==> src/rtl/pc_pkg.sv <==
// ============================================================================
// Module      : pc_pkg
// Description : Shared constants and load-select encoding for the PC unit.
// Revision    : 1.0 - initial release
// ============================================================================
`default_nettype none

package pc_pkg;

    localparam logic [31:0] RESET_VEC_D   = 32'h0000_3000;
    localparam logic [31:0] HANDLER_VEC_D = 32'h0000_4180;
    localparam logic [31:0] IM_BASE_D     = 32'h0000_3000;
    localparam logic [31:0] IM_BYTES_D    = 32'h0000_4000;

    // Listed in descending priority; the top module selects exactly one per cycle.
    typedef enum logic [2:0] {
        LD_RESET = 3'd0,
        LD_EXC   = 3'd1,
        LD_ERET  = 3'd2,
        LD_NPC   = 3'd3,
        LD_HOLD  = 3'd4
    } ld_sel_e;

endpackage : pc_pkg

`default_nettype wire

==> src/rtl/pc_addr_check.sv <==
// ============================================================================
// Module      : pc_addr_check
// Description : Combinational fetch/data address legality check (alignment
//               and memory-window bounds).
// Revision    : 1.0 - initial release
// ============================================================================
`default_nettype none

module pc_addr_check
    import pc_pkg::*;
#(
    parameter int                 ADDR_W   = 32,
    parameter logic [ADDR_W-1:0]  IM_BASE  = IM_BASE_D[ADDR_W-1:0],
    parameter logic [ADDR_W-1:0]  IM_BYTES = IM_BYTES_D[ADDR_W-1:0]
) (
    input  logic [ADDR_W-1:0] addr,
    output logic              adel
);

    // One extra bit so BASE+BYTES at the top of the address space cannot wrap.
    localparam logic [ADDR_W:0] C_LO = {1'b0, IM_BASE};
    localparam logic [ADDR_W:0] C_HI = {1'b0, IM_BASE} + {1'b0, IM_BYTES};

    logic [ADDR_W:0] w_addr_x;

    assign w_addr_x = {1'b0, addr};
    assign adel     = (addr[1:0] != 2'b00) || (w_addr_x < C_LO) || (w_addr_x >= C_HI);

endmodule : pc_addr_check

`default_nettype wire

==> src/rtl/pc_unit.sv <==
// ============================================================================
// Module      : pc_unit
// Description : IF-stage program counter with exception/ERET redirect,
//               AdEL and delay-slot tags, and fetch/stall event counters.
// Revision    : 1.0 - initial release
// ============================================================================
`default_nettype none

module pc_unit
    import pc_pkg::*;
#(
    parameter int                ADDR_W      = 32,
    parameter logic [ADDR_W-1:0] RESET_VEC   = RESET_VEC_D[ADDR_W-1:0],
    parameter logic [ADDR_W-1:0] HANDLER_VEC = HANDLER_VEC_D[ADDR_W-1:0],
    parameter logic [ADDR_W-1:0] IM_BASE     = IM_BASE_D[ADDR_W-1:0],
    parameter logic [ADDR_W-1:0] IM_BYTES    = IM_BYTES_D[ADDR_W-1:0],
    parameter int                CNT_W       = 32
) (
    input  logic              clk,
    input  logic              reset,
    input  logic              en,
    input  logic [ADDR_W-1:0] npc,
    input  logic              npc_is_bd,
    input  logic              exc_req,
    input  logic              eret_req,
    input  logic [ADDR_W-1:0] epc,
    output logic [ADDR_W-1:0] pc,
    output logic              pc_adel,
    output logic              pc_bd,
    output logic [CNT_W-1:0]  fetch_cnt,
    output logic [CNT_W-1:0]  stall_cnt
);

    ld_sel_e           ld_sel;
    logic [ADDR_W-1:0] pc_d,    pc_q;
    logic              bd_d,    bd_q;
    logic              adel_d,  adel_q;
    logic [CNT_W-1:0]  fetch_d, fetch_q;
    logic [CNT_W-1:0]  stall_d, stall_q;

    always_comb begin
        if (reset)         ld_sel = LD_RESET;
        else if (exc_req)  ld_sel = LD_EXC;
        else if (eret_req) ld_sel = LD_ERET;
        else if (en)       ld_sel = LD_NPC;
        else               ld_sel = LD_HOLD;
    end

    always_comb begin
        pc_d    = pc_q;
        bd_d    = bd_q;
        fetch_d = fetch_q;
        stall_d = stall_q;
        case (ld_sel)
            LD_RESET: begin
                pc_d    = RESET_VEC;
                bd_d    = 1'b0;
                fetch_d = '0;
                stall_d = '0;
            end
            LD_EXC: begin
                pc_d = HANDLER_VEC;
                bd_d = 1'b0;
            end
            LD_ERET: begin
                pc_d = epc;
                bd_d = 1'b0;
            end
            LD_NPC: begin
                pc_d    = npc;
                bd_d    = npc_is_bd;
                fetch_d = fetch_q + CNT_W'(1);
            end
            default: begin
                stall_d = stall_q + CNT_W'(1);
            end
        endcase
    end

    // Checking the value being loaded keeps pc_adel aligned with pc; on hold
    // pc_d equals pc_q, so the flag naturally holds too.
    pc_addr_check #(
        .ADDR_W   (ADDR_W),
        .IM_BASE  (IM_BASE),
        .IM_BYTES (IM_BYTES)
    ) u_addr_check (
        .addr (pc_d),
        .adel (adel_d)
    );

    always_ff @(posedge clk) begin
        pc_q    <= pc_d;
        bd_q    <= bd_d;
        adel_q  <= adel_d;
        fetch_q <= fetch_d;
        stall_q <= stall_d;
    end

    assign pc        = pc_q;
    assign pc_adel   = adel_q;
    assign pc_bd     = bd_q;
    assign fetch_cnt = fetch_q;
    assign stall_cnt = stall_q;

endmodule : pc_unit

`default_nettype wire
==> config.mk <==
export PLATFORM = sky130hd
export DESIGN_NAME = pc_unit
export DESIGN_NICKNAME = d
export VERILOG_FILES = /design/src/rtl/pc_pkg.sv /design/src/rtl/pc_addr_check.sv /design/src/rtl/pc_unit.sv
export SDC_FILE = /design/constraint.sdc
export NUM_CORES = 1
export LEC_CHECK = 0
export BUFFER_PORTS_ARGS = -buffer_cell sky130_fd_sc_hd__clkbuf_2
export CAP_MARGIN = 20
export CORE_ASPECT_RATIO = 1.1
export CORE_MARGIN = 10
export CORE_UTILIZATION = 55
export DETAILED_ROUTE_END_ITERATION = 10
export PLACE_DENSITY_LB_ADDON = 0.1
export REMOVE_ABC_BUFFERS = 1
export SLEW_MARGIN = 0
export SYNTH_ARGS = -nofsm -noshare
export SYNTH_HDL_FRONTEND = slang
export SYNTH_SLANG_ARGS = --single-unit
export TNS_END_PERCENT = 10
==> constraint.sdc <==
create_clock -name clk -period 4.6 [get_ports clk]
set_input_delay 0.92 -clock clk [delete_from_list [all_inputs] [get_ports clk]]
set_output_delay 0.92 -clock clk [all_outputs]
set_load 0.03 [all_outputs]
==> results.py <==
metrics = {
    "timing": {
        "rsz0062_at_grt": "no",
        "hold_viol": 0,
        "period_needed_ps": 2730,
        "drv_slew": 0,
        "timing.hold.ws_ps": 509,
        "maxSlewHeadroom_pct": 46.3,
        "fmaxAchievable_ghz": 0.367,
        "setup_viol": 0,
        "fin_worst_skew_ps": 9.79,
        "period_share_pct": 59.3,
        "setup-tns-final_ps": 0,
        "worst_slew_pin_slew_ps": 799,
    },
    "clocking": {
        "ctsHoldBuffers": 0,
        "cts-root-buf": "clkbuf_8",
        "clock_latency_ps": 360,
        "h-tree-depth": 3,
        "post_cts_buffers": 0,
        "cts_sinks": 98,
        "cts_tree": "yes",
        "cts_buffers": 9,
        "cts_resized": 0,
        "clkTransAtPathRegs_ps": 90,
        "cts_buffer_depth": 2,
    },
    "setup_path": {
        "cp_slowest_cell": "clkbuf_2",
        "cp_slowest_stage_delay_ps": 490,
        "cp.required_ps": 4620,
        "crit_path_start_kind": "input pin",
        "worst-path-max-fanout": 34,
        "path_delay_family": "buffers and inverters",
        "path_class": "in2reg",
        "cp_num_buf_inv": 3,
        "end_kind": "flip-flop",
        "path_cells": "clkbuf_2 > nand2b_1 > or2_1 > buf_4 > nand2b_1 > buf_4",
        "worstPathArrival_ps": 2750,
    },
    "global_routing": {
        "antenna_found_initial": 0,
        "grt_pass1_vias": 4421,
        "grt_overflow": 0,
        "track_usage_pct": 19.5,
        "grt_max_degree": 42,
        "grt_pass1_wl_mm": 22.0,
    },
    "flow_run": {
        "maxCapViolations": 0,
    },
    "drt": {
        "route.detailed.drc": 0,
        "wl_per_cell_um": 17.2,
        "met1_length_mm": 5.62,
        "vias_per_cell": 5.49,
        "drtIter0Drc": 299,
        "dr.max_layer_used": "met4",
        "ant_nets": 0,
        "vias": 4357,
        "wirelength_mm": 13.7,
        "route.met3.wl_mm": 1.22,
        "dr.pass1.iters": 4,
        "wl_met2_mm": 6.51,
    },
    "final_layout": {
        "n_antenna_cell": 0,
        "drive_gt1_share_pct": 28.2,
        "fin_nets": 747,
        "area_growth_pct": 21.5,
        "final_cell_area_mm2": 0.00615,
    },
    "floorplanning": {
        "rows": 36,
        "dieWidth_um": 111,
        "die_h_um": 121,
        "start_util_pct": 56.8,
        "io_pins": 168,
        "core_area_mm2": 0.00892,
        "die-area_mm2": 0.0134,
    },
    "power_and_ir_drop": {
        "p_leak_nw": 2.58,
        "vdd_drop_max_v": 0.000167,
        "power.total_w": 0.00188,
        "powerDensity_mw_per_mm2": 305,
    },
    "logic_synthesis": {
        "synth_cell_type_count": 45,
        "ys_ff_latch": 98,
        "syn_avg_cell_area_um2": 9.83,
        "ys_warn_count": 0,
        "netlist_area_mm2": 0.00506,
        "synth-seq-area-share_pct": 51.6,
        "syn_inst": 515,
    },
    "placed_design": {
        "gp_congestion": 0.839,
        "dpl_cell_area_mm2": 0.00599,
        "hpwl_mm": 10.3,
        "portBuffers": 167,
    },
    "run_status": {
        "status": "finished clean",
    },
    "worst_hold_path": {
        "hp-class": "reg2reg",
    },
}
[final timing paths]
| check | start | endpoint | slack, ps | cells after the start |
|---|---|---|---|---|
| setup reg to reg | fetch_cnt[15] | fetch_cnt[31] | 2250 | 5 |
| hold reg to reg | pc[13] | pc[13] | 510 | 1 |
| setup / recovery | en | fetch_cnt[27] | 1870 | 6 |
| hold / removal | pc[13] | pc[13] | 510 | 1 |
[Yosys cell counts]
cell type,number,area share [%]
nor2_1,105,7.8
edfxtp_1,65,39
xor2_1,36,6.2
dfxtp_1,33,13
a21oi_1,32,3.2
nand4_1,28,3.5
mux2i_1,27,5.3
nand2_1,19,1.4
nand3_1,18,1.8
clkbuf_1,17,1.3
xnor2_1,15,2.6
and3_1,12,1.5
inv_1,10,0.74
nor4_1,10,1.2
or3_1,8,0.99
o21ai_0,7,0.69
a211oi_1,6,0.89
and4_1,6,1.0
buf_2,6,0.59
nor3_1,6,0.59
nor2b_1,5,0.62
o21ai_1,5,0.49
nand2b_1,3,0.37
o22ai_1,3,0.37
or2_1,3,0.37
or4_1,3,0.44
a21o_1,2,0.30
and2_1,2,0.25
buf_1,2,0.15
ha_1,2,0.49
o21bai_1,2,0.30
o221a_2,2,0.44
o22a_1,2,0.35
or4b_1,2,0.40
a211o_1,1,0.17
a311oi_1,1,0.17
a31oi_1,1,0.12
a41oi_1,1,0.17
buf_4,1,0.15
clkinv_1,1,0.074
mux2_1,1,0.22
nor3b_1,1,0.15
nor4_2,1,0.25
o211ai_1,1,0.15
o41ai_1,1,0.17
[stage by stage]
| stage | util [%] | worst slack [ps] | std cells |
|---|---|---|---|
| 2_1_floorplan | - | 1200 | 489 |
| 3_3_place_gp | 67.1 | 1530 | 777 |
| 3_5_place_dp | 67.1 | 1490 | 777 |
| 4_1_cts | 68.9 | 1870 | 793 |
| 5_1_grt | 69.0 | 1750 | 794 |
| 6_report | 69.0 | 1870 | 794 |
[cells by family after synthesis]
kind of cell,synth area share (%)
simple gates,22.6
flops,51.6
compound gates,7.96
xor+xnor,8.82
buf+inv,2.97
mux,5.56
fa+ha+maj,0.494
[layer usage]
metal / track usage (%) / vias to the layer above
met4: 8.20 / 0
met1: 23.4 / 2017
met2: 31.3 / 144
met3: 6.92 / 21
met5: 0 / -
li1: - / 2175
[cell usage in the layout (no fill, tap or decap), types with 2 or more instances in the layout]
| master | Yosys | final |
|---|---|---|
| clkinv_2 | 0 | 3 |
| o221a_2 | 2 | 2 |
| nand2b_1 | 3 | 3 |
| nor2b_1 | 5 | 5 |
| clkbuf_2 | 0 | 167 |
| o22ai_1 | 3 | 3 |
| clkbuf_8 | 0 | 9 |
| nor3_1 | 6 | 6 |
| and4_1 | 6 | 6 |
| nand3_1 | 18 | 18 |
| inv_1 | 10 | 10 |
| o21ai_0 | 7 | 7 |
| o22a_1 | 2 | 2 |
| a21o_1 | 2 | 2 |
| mux2i_1 | 27 | 27 |
| nor4_1 | 10 | 10 |
| clkinv_1 | 1 | 2 |
| a211oi_1 | 6 | 6 |
| xor2_1 | 36 | 36 |
| dfxtp_1 | 33 | 33 |
| nand4_1 | 28 | 28 |
| buf_4 | 1 | 7 |
| o21bai_1 | 2 | 2 |
| o21ai_1 | 5 | 5 |
| xnor2_1 | 15 | 15 |
| or2_1 | 3 | 3 |
| nand2_1 | 19 | 19 |
| a21oi_1 | 32 | 32 |
| or4b_1 | 2 | 2 |
| or3_1 | 8 | 8 |
| and2_1 | 2 | 2 |
| and3_1 | 12 | 12 |
| clkinvlp_4 | 0 | 2 |
| or4_1 | 3 | 3 |
| ha_1 | 2 | 2 |
| edfxtp_1 | 65 | 65 |
| nor2_1 | 105 | 105 |
[report_power, final]
part           total, W  switching [W]  internal [W]  leakage, nW
registers       0.00105      0.0000556      0.000996        0.949
logic          0.000335       0.000223      0.000112         1.55
clock network  0.000490       0.000298      0.000192       0.0795
total           0.00188       0.000576       0.00130         2.58
[area by class of cell]
cell class	instances	area [um^2]
clock buffer	10	128
clock inverter	6	33.8
fill	758	2760
inverter	11	41.3
multi-input combinational	380	2300
sequential	98	2610
tap	114	143
timing repair buffer	175	896
[flip-flops by register name (all words and copies together), names as in the netlist]
signal	flops
fetch_cnt	32
pc	32
stall_cnt	32
pc_adel	1
pc_bd	1
Power figures use the tool's default switching activity.
